[config.mk]
export PLATFORM = sky130hd
export DESIGN_NAME = vram_port_b_sched_flat
export DESIGN_NICKNAME = d
export VERILOG_FILES = /design/src/rtl/vram_port_b_sched_if.sv /design/src/rtl/vram_port_b_sched.sv /design/src/flat_wrapper.sv
export SDC_FILE = /design/constraint.sdc
export NUM_CORES = 1
export LEC_CHECK = 0
export ABC_AREA = 1
export BUFFER_PORTS_ARGS = -buffer_cell sky130_fd_sc_hd__buf_2
export CAP_MARGIN = 0
export CORE_MARGIN = 2
export CORE_UTILIZATION = 49
export DETAILED_ROUTE_END_ITERATION = 16
export PLACE_DENSITY = 0.85
export SYNTH_ARGS = -nofsm -noshare
export SYNTH_HDL_FRONTEND = slang
export SYNTH_SLANG_ARGS = --single-unit
export TNS_END_PERCENT = 20
[constraint.sdc]
create_clock -name clk -period 2.9 [get_ports clk]
set_input_delay 0 -clock clk [delete_from_list [all_inputs] [get_ports clk]]
set_output_delay 0 -clock clk [all_outputs]
set_load 0.01 [all_outputs]
[src/rtl/vram_port_b_sched_if.sv]
// Signal bundle between the VRAM port-B scheduler and its clients.
// The slave side is the scheduler. The master side is the display, host, clear control and the BRAM.
interface vram_port_b_sched_if #(
   parameter int ADDR_W = 10,
   parameter int DATA_W = 8
);
   // Handshakes:
   //  - disp_req and clr_start are single-cycle pulses that are always accepted.
   //  - host_req is held, with host_we/addr/wdata stable, until the cycle host_gnt=1.
   //    That cycle is the one in which the access is issued.
   //  - *_rvalid are single-cycle pulses with no backpressure.
   //  - *_rdata hold their last value between pulses.
   logic              disp_req;
   logic [ADDR_W-1:0] disp_addr;
   logic              disp_rvalid;
   logic [DATA_W-1:0] disp_rdata;

   logic              host_req;
   logic              host_we;
   logic [ADDR_W-1:0] host_addr;
   logic [DATA_W-1:0] host_wdata;
   logic              host_gnt;
   logic              host_rvalid;
   logic [DATA_W-1:0] host_rdata;

   logic              clr_start;
   logic              clr_busy;
   logic              clr_done;

   logic              vram_ce;
   logic              vram_oce;
   logic              vram_we;
   logic [ADDR_W-1:0] vram_addr;
   logic [DATA_W-1:0] vram_din;
   logic [DATA_W-1:0] vram_dout;

   logic              dbg_clearing;

   modport slave (
      input  disp_req, disp_addr,
      output disp_rvalid, disp_rdata,
      input  host_req, host_we, host_addr, host_wdata,
      output host_gnt, host_rvalid, host_rdata,
      input  clr_start,
      output clr_busy, clr_done,
      output vram_ce, vram_oce, vram_we, vram_addr, vram_din,
      input  vram_dout,
      output dbg_clearing
   );

   modport master (
      output disp_req, disp_addr,
      input  disp_rvalid, disp_rdata,
      output host_req, host_we, host_addr, host_wdata,
      input  host_gnt, host_rvalid, host_rdata,
      output clr_start,
      input  clr_busy, clr_done,
      input  vram_ce, vram_oce, vram_we, vram_addr, vram_din,
      output vram_dout,
      input  dbg_clearing
   );
endinterface

[src/rtl/vram_port_b_sched.sv]
// Shares VRAM port B between display fetch, screen-clear engine and host access.
// Returned read data is routed back to its requester through a latency-matched tag pipe.
module vram_port_b_sched #(
   parameter int                ADDR_W    = 10,
   parameter int                DATA_W    = 8,
   parameter int                RD_LAT    = 2,
   parameter logic [DATA_W-1:0] FILL_CHAR = 8'h20
) (
   input  logic               clk,
   input  logic               rst_n,
   vram_port_b_sched_if.slave bus
);
   localparam logic [ADDR_W-1:0] LAST_ADDR = '1;

   typedef enum logic {
      ST_IDLE  = 1'b0,
      ST_CLEAR = 1'b1
   } state_t;

   typedef enum logic [1:0] {
      TAG_NONE = 2'd0,
      TAG_DISP = 2'd1,
      TAG_HOST = 2'd2
   } tag_t;

   state_t            state_q, state_d;
   logic [ADDR_W-1:0] cnt_q, cnt_d;
   logic              busy_q, busy_d;
   logic              done_q, done_d;
   tag_t              tag_q [RD_LAT];
   tag_t              tag_d [RD_LAT];
   logic [DATA_W-1:0] disp_rdata_q, disp_rdata_d;
   logic [DATA_W-1:0] host_rdata_q, host_rdata_d;

   logic gnt_disp, gnt_clr, gnt_host;
   logic disp_hit, host_hit;
   tag_t issue_tag;

   // Grants are gated by rst_n so an asserted reset silences the port within the same cycle.
   always_comb begin : grant
      gnt_disp = rst_n & bus.disp_req;
      gnt_clr  = rst_n & (state_q == ST_CLEAR) & ~bus.disp_req;
      gnt_host = rst_n & (state_q == ST_IDLE) & bus.host_req & ~bus.disp_req;
   end

   always_comb begin : bram_drive
      bus.vram_ce   = gnt_disp | gnt_clr | gnt_host;
      bus.vram_we   = gnt_clr | (gnt_host & bus.host_we);
      bus.vram_addr = '0;
      bus.vram_din  = '0;
      if (gnt_disp) begin
         bus.vram_addr = bus.disp_addr;
      end else if (gnt_clr) begin
         bus.vram_addr = cnt_q;
         bus.vram_din  = FILL_CHAR;
      end else if (gnt_host) begin
         bus.vram_addr = bus.host_addr;
         if (bus.host_we) begin
            bus.vram_din = bus.host_wdata;
         end
      end
   end

   assign bus.vram_oce = 1'b1;
   assign bus.host_gnt = gnt_host;

   always_comb begin : tag_pipe
      issue_tag = TAG_NONE;
      if (gnt_disp) begin
         issue_tag = TAG_DISP;
      end else if (gnt_host && !bus.host_we) begin
         issue_tag = TAG_HOST;
      end
      tag_d[0] = issue_tag;
      for (int i = 1; i < RD_LAT; i++) begin
         tag_d[i] = tag_q[i-1];
      end
   end

   // The oldest tag lines up with the BRAM output register for the same read.
   always_comb begin : read_return
      disp_hit     = (tag_q[RD_LAT-1] == TAG_DISP);
      host_hit     = (tag_q[RD_LAT-1] == TAG_HOST);
      disp_rdata_d = disp_hit ? bus.vram_dout : disp_rdata_q;
      host_rdata_d = host_hit ? bus.vram_dout : host_rdata_q;
   end

   assign bus.disp_rvalid = disp_hit;
   assign bus.disp_rdata  = disp_rdata_d;
   assign bus.host_rvalid = host_hit;
   assign bus.host_rdata  = host_rdata_d;

   always_comb begin : clear_fsm
      state_d = state_q;
      cnt_d   = cnt_q;
      busy_d  = busy_q;
      done_d  = 1'b0;
      case (state_q)
         ST_IDLE: begin
            if (bus.clr_start) begin
               state_d = ST_CLEAR;
               cnt_d   = '0;
               busy_d  = 1'b1;
            end
         end
         ST_CLEAR: begin
            // A display read steals the slot; the counter simply waits for the next free cycle.
            if (gnt_clr) begin
               cnt_d = cnt_q + ADDR_W'(1);
               if (cnt_q == LAST_ADDR) begin
                  state_d = ST_IDLE;
                  busy_d  = 1'b0;
                  done_d  = 1'b1;
               end
            end
         end
         default: begin
            state_d = ST_IDLE;
            busy_d  = 1'b0;
         end
      endcase
   end

   always_ff @(posedge clk or negedge rst_n) begin
      if (!rst_n) begin
         state_q      <= ST_IDLE;
         cnt_q        <= '0;
         busy_q       <= 1'b0;
         done_q       <= 1'b0;
         disp_rdata_q <= '0;
         host_rdata_q <= '0;
         for (int i = 0; i < RD_LAT; i++) begin
            tag_q[i] <= TAG_NONE;
         end
      end else begin
         state_q      <= state_d;
         cnt_q        <= cnt_d;
         busy_q       <= busy_d;
         done_q       <= done_d;
         disp_rdata_q <= disp_rdata_d;
         host_rdata_q <= host_rdata_d;
         for (int i = 0; i < RD_LAT; i++) begin
            tag_q[i] <= tag_d[i];
         end
      end
   end

   assign bus.clr_busy     = busy_q;
   assign bus.clr_done     = done_q;
   assign bus.dbg_clearing = (state_q == ST_CLEAR);

`ifndef SYNTHESIS
   a_one_op: assert property (@(posedge clk) disable iff (!rst_n)
      $onehot0({gnt_disp, gnt_clr, gnt_host}));
   a_no_host_in_clear: assert property (@(posedge clk) disable iff (!rst_n)
      busy_q |-> !gnt_host);
   a_done_pulse: assert property (@(posedge clk) disable iff (!rst_n)
      done_q |=> !done_q);
`endif
endmodule
[src/flat_wrapper.sv]
// flat-port wrapper written by rule: the top's interface ports become plain ports
module vram_port_b_sched_flat 
#(
   parameter int                ADDR_W    = 10,
   parameter int                DATA_W    = 8,
   parameter int                RD_LAT    = 2,
   parameter logic [DATA_W-1:0] FILL_CHAR = 8'h20
)
  (clk, rst_n, bus_disp_req, bus_disp_addr, bus_disp_rvalid, bus_disp_rdata, bus_host_req, bus_host_we, bus_host_addr, bus_host_wdata, bus_host_gnt, bus_host_rvalid, bus_host_rdata, bus_clr_start, bus_clr_busy, bus_clr_done, bus_vram_ce, bus_vram_oce, bus_vram_we, bus_vram_addr, bus_vram_din, bus_vram_dout, bus_dbg_clearing);
  vram_port_b_sched_if #(.ADDR_W(ADDR_W), .DATA_W(DATA_W)) bus_i ();
  input  logic clk;
  input  logic rst_n;
  input wire logic [$bits(bus_i.disp_req)-1:0] bus_disp_req;
  input wire logic [$bits(bus_i.disp_addr)-1:0] bus_disp_addr;
  output wire logic [$bits(bus_i.disp_rvalid)-1:0] bus_disp_rvalid;
  output wire logic [$bits(bus_i.disp_rdata)-1:0] bus_disp_rdata;
  input wire logic [$bits(bus_i.host_req)-1:0] bus_host_req;
  input wire logic [$bits(bus_i.host_we)-1:0] bus_host_we;
  input wire logic [$bits(bus_i.host_addr)-1:0] bus_host_addr;
  input wire logic [$bits(bus_i.host_wdata)-1:0] bus_host_wdata;
  output wire logic [$bits(bus_i.host_gnt)-1:0] bus_host_gnt;
  output wire logic [$bits(bus_i.host_rvalid)-1:0] bus_host_rvalid;
  output wire logic [$bits(bus_i.host_rdata)-1:0] bus_host_rdata;
  input wire logic [$bits(bus_i.clr_start)-1:0] bus_clr_start;
  output wire logic [$bits(bus_i.clr_busy)-1:0] bus_clr_busy;
  output wire logic [$bits(bus_i.clr_done)-1:0] bus_clr_done;
  output wire logic [$bits(bus_i.vram_ce)-1:0] bus_vram_ce;
  output wire logic [$bits(bus_i.vram_oce)-1:0] bus_vram_oce;
  output wire logic [$bits(bus_i.vram_we)-1:0] bus_vram_we;
  output wire logic [$bits(bus_i.vram_addr)-1:0] bus_vram_addr;
  output wire logic [$bits(bus_i.vram_din)-1:0] bus_vram_din;
  input wire logic [$bits(bus_i.vram_dout)-1:0] bus_vram_dout;
  output wire logic [$bits(bus_i.dbg_clearing)-1:0] bus_dbg_clearing;
  assign bus_i.disp_req = bus_disp_req;
  assign bus_i.disp_addr = bus_disp_addr;
  assign bus_disp_rvalid = bus_i.disp_rvalid;
  assign bus_disp_rdata = bus_i.disp_rdata;
  assign bus_i.host_req = bus_host_req;
  assign bus_i.host_we = bus_host_we;
  assign bus_i.host_addr = bus_host_addr;
  assign bus_i.host_wdata = bus_host_wdata;
  assign bus_host_gnt = bus_i.host_gnt;
  assign bus_host_rvalid = bus_i.host_rvalid;
  assign bus_host_rdata = bus_i.host_rdata;
  assign bus_i.clr_start = bus_clr_start;
  assign bus_clr_busy = bus_i.clr_busy;
  assign bus_clr_done = bus_i.clr_done;
  assign bus_vram_ce = bus_i.vram_ce;
  assign bus_vram_oce = bus_i.vram_oce;
  assign bus_vram_we = bus_i.vram_we;
  assign bus_vram_addr = bus_i.vram_addr;
  assign bus_vram_din = bus_i.vram_din;
  assign bus_i.vram_dout = bus_vram_dout;
  assign bus_dbg_clearing = bus_i.dbg_clearing;
  vram_port_b_sched #(.ADDR_W(ADDR_W), .DATA_W(DATA_W), .RD_LAT(RD_LAT), .FILL_CHAR(FILL_CHAR)) u_core (.clk(clk), .rst_n(rst_n), .bus(bus_i));
endmodule
==> results.sh <==
export IMPL_status="completed"
export IMPL_final_cell_area_sq_um=2350
export IMPL_die_span_y_microns=63.4
export IMPL_multi_input_gate_area_sq_um=751
export IMPL_vias_in_the_first_global_route=1690
export IMPL_fp_dieW_microns=63.4
export IMPL_wl_per_cell_microns=12.2
export IMPL_hold_viol=0
export IMPL_site_row_count=21
export IMPL_initial_standard_cell_utilization_of_the_core_pct=51.3
export IMPL_postPlaceCellArea_sq_um=2160
export IMPL_antenna_cells=0
export IMPL_drt_pass1_iterations=4
export IMPL_cts_buffers=5
export IMPL_antenna_found_initial=0
export IMPL_power_density_nw_per_um2=521
export IMPL_finished_core_util_pct=69.8
export IMPL_cell_internal_pwr_mw=0.842
export IMPL_detailroute_via_count=1775
export IMPL_synth_warnings=0
export IMPL_synthesis_area_per_instance_sq_um=7.78
export IMPL_net_count_after_synthesis=265
export IMPL_final_net_count=359
export IMPL_clk_transition_reported_paths_ns=0.10
export IMPL_fillCellCount=280
export IMPL_post_route_drc_count=0
export IMPL_clock_tree_from_tritoncts="built"
export IMPL_layout_worst_path_cycle_share_pct=66.5
export IMPL_fin_tns_setup_ns=0
export IMPL_dr_first_iter_drc_count=74
export IMPL_post_synth_xor_area_fraction_pct=0
export IMPL_area_sequential_sq_um=826
export IMPL_synth_seq_cells=33
export IMPL_die_area_sq_um=4010
export IMPL_fin_cells=363
export IMPL_cp_end_kind="output pin"
export IMPL_worst_tran_pin_value_ns=0.540
export IMPL_rsz0062_at_grt="no"
export IMPL_post_synthesis_sequential_area_ratio_pct=47.8
export IMPL_worst_clock_skew_ns=0.00759
export IMPL_count_of_distinct_cell_types_in_the_synthesized_netlist=24
export IMPL_insertion_delay_ns=0.34
export IMPL_power_switching_fraction_pct=31.1
export IMPL_p_total_mw=1.22
export IMPL_clockBufferDepth=2
export IMPL_grt_start_max_net_pins=36
export IMPL_worstPathMaxFanout=35
export IMPL_cts_root_buf="clkbuf_4"
export IMPL_synth_top_family_by_area="simple AND/OR/NAND/NOR gates"
export IMPL_fp_coreArea_sq_um=3360
export IMPL_ant_nets=0
export IMPL_routabilityCongestion=0.815
export IMPL_routed_via_density=4.89
export IMPL_clock_power_share_pct=29.6
export IMPL_totalWireLength_microns=4420
export IMPL_share_seq_of_total_power_pct=47.1
export IMPL_io_buffer_count=83
export IMPL_slew_headroom_pct=63.9
export IMPL_drv_max_cap_violation_count=0
export IMPL_cp_data_arrival_time_ns=1.93
export IMPL_finalSetupViolations=0
export IMPL_min_delay_path_class="in2reg"
export IMPL_critical_path_startpoint_type="input port"
export IMPL_static_leakage_power_nw=1.36
export IMPL_grt_first_pass_wirelength_microns=7310
export IMPL_syn_instance_count=222
export IMPL_proportion_of_layout_cells_with_a_drive_suffix_above_1_pct=30.9
export IMPL_combinational_group_share_of_total_power_pct=23.2
export IMPL_overflow=0
export IMPL_netSwitchingPower_mw=0.380
export IMPL_overall_routing_resource_usage_pct=23.2
export IMPL_irDropWorstVdd_mv=0.462
export IMPL_dpl_hpwl_microns=3000
export IMPL_dpl_cell_count=345
export IMPL_adder_cell_share_of_the_synthesized_area_pct=0.725
export IMPL_layout_min_cycle_time_ns=1.93
export IMPL_report_final_slew_viol_count=0
export IMPL_setup_worst_path_class="in2out"
export IMPL_yosys_mux_area_fraction_pct=0
export IMPL_htree_num_levels=2
export IMPL_synth_compound_area_share_pct=10.4
export IMPL_syn_to_final_growth_pct=35.9
export IMPL_tritoncts_num_sinks=33
export IMPL_postCtsSetupBuffers=0
export IMPL_critPathRequiredTime_ns=2.90
export IMPL_synth_simple_gate_area_share_pct=32.1
export IMPL_synth_area_sq_um=1730
export IMPL_maximum_frequency_from_static_timing_analysis_mhz=519
export IMPL_num_io_pins=85
[cells in the final DEF, fill, tap and decap left out]
cell           synthesis  routed
inv_1                 27      27
bufinv_16              0       1
clkbuf_8               1       1
nand3_1               14      14
nand3b_1               2       2
nor2_1                22      22
nand2_1               72      72
o21ai_0               17      17
nor2_8                 1       1
o31ai_1                2       2
nor4_4                 1       1
o211ai_1               4       4
nor3_4                 1       1
nand4_1                3       3
nand2_4                2       2
dfrtp_1               33      33
nand3_4                1       1
a21oi_1               10      10
ha_1                   1       1
buf_2                  1      83
dlygate4sd3_1          0      10
buf_4                  2       1
clkbuf_4               0       5
conb_1                 1       1
clkbuf_1               2       1
inv_2                  1       1
[sequential cells by signal, summed over array words and instances (netlist names)]
name,cells
u_core.cnt_q,10
u_core.bus.clr_busy,1
u_core.tag_d,2
u_core.bus.dbg_clearing,1
u_core.host_rdata_q,8
u_core.tag_q,2
u_core.disp_rdata_q,8
u_core.bus.clr_done,1
[final timing paths]
kind                                    startpoint                      to  slack, ns  depth (start not counted)
max reg2reg                u_core.bus.dbg_clearing         u_core.tag_d[1]       1.43                          3
min                                  bus_clr_start     u_core.bus.clr_busy      0.004                          3
max in group asynchronous                    rst_n  u_core.disp_rdata_q[2]       2.34                          3
min in group asynchronous                    rst_n  u_core.disp_rdata_q[3]       0.25                          3
min reg2reg                        u_core.tag_d[1]         u_core.tag_q[1]       0.36                          0
max                                          rst_n        bus_vram_addr[6]       0.97                          8
[critical path, cell delays in order]
cell,delay [ns]
dlygate4sd3_1,0.52
buf_2,0.12
buf_4,0.39
nand3_4,0.30
inv_1,0.29
nand2_1,0.09
nand3_1,0.09
buf_2,0.12
[routing by layer]
metal	vias up	wire length [microns]	track usage, %
li1	892	-	-
met1	812	1860	28.9
met2	65	2250	40.3
met3	6	267	5.71
met4	0	39	5.71
met5	-	0	0
[cell usage after synthesis]
cell	instances	area share (%)
nor2_1	22	4.8
a21oi_1	10	2.9
nand2_1	72	16
conb_1	1	0.22
inv_2	1	0.22
nand2_4	2	1.3
nor2_8	1	1.2
o211ai_1	4	1.7
inv_1	27	5.9
o31ai_1	2	0.87
nand4_1	3	1.1
nand3_1	14	4.1
o21ai_0	17	4.9
nand3_4	1	1.0
buf_1	1	0.22
nand3b_1	2	0.87
ha_1	1	0.72
dfrtp_1	33	48
buf_4	2	0.87
nor3_4	1	0.94
clkbuf_1	2	0.43
buf_2	1	0.29
clkbuf_8	1	0.80
nor4_4	1	1.2
[layout make-up]
class | count | area share, %
Clock buffer | 7 | 2.35
Sequential cell | 33 | 35.2
Timing Repair Buffer | 94 | 22.3
Tap cell | 46 | 2.45
Clock inverter | 1 | 1.28
Inverter | 28 | 4.48
Multi-Input combinational cell | 154 | 32.0
[power by group through the flow]
stage                     combinational (mW)  clock [mW]  sequential (mW)
after floorplan                        0.171           0            0.569
after global placement                 0.265           0            0.579
after detailed placement               0.272           0            0.583
after CTS                              0.283       0.364            0.574
after global routing                   0.323       0.387            0.585
final                                  0.284       0.362            0.576
[cell families after synthesis]
logic type | count (synthesis)
AO/OA/AOI/OAI | 33
other | 1
buffers and inverters | 35
adder cells (fa/ha/maj) | 1
flip-flops | 33
AND/OR/NAND/NOR | 119
[through the flow]
stage / hold slack [ns] / worst slack [ns]
2_1_floorplan: -0.296 / 1.52
3_3_place_gp: 0.0874 / 1.41
3_5_place_dp: 0.0905 / 1.38
4_1_cts: 0.00452 / 0.961
5_1_grt: 0.0207 / 0.765
6_report: 0.00369 / 0.972
[what timing repair did]
item | 4_1_cts | 5_1_grt
resized for setup | 0 | 0
hold buffers | 10 | 0
hold endpoints to repair | 48 | 0
Power figures use the tool's default switching activity.
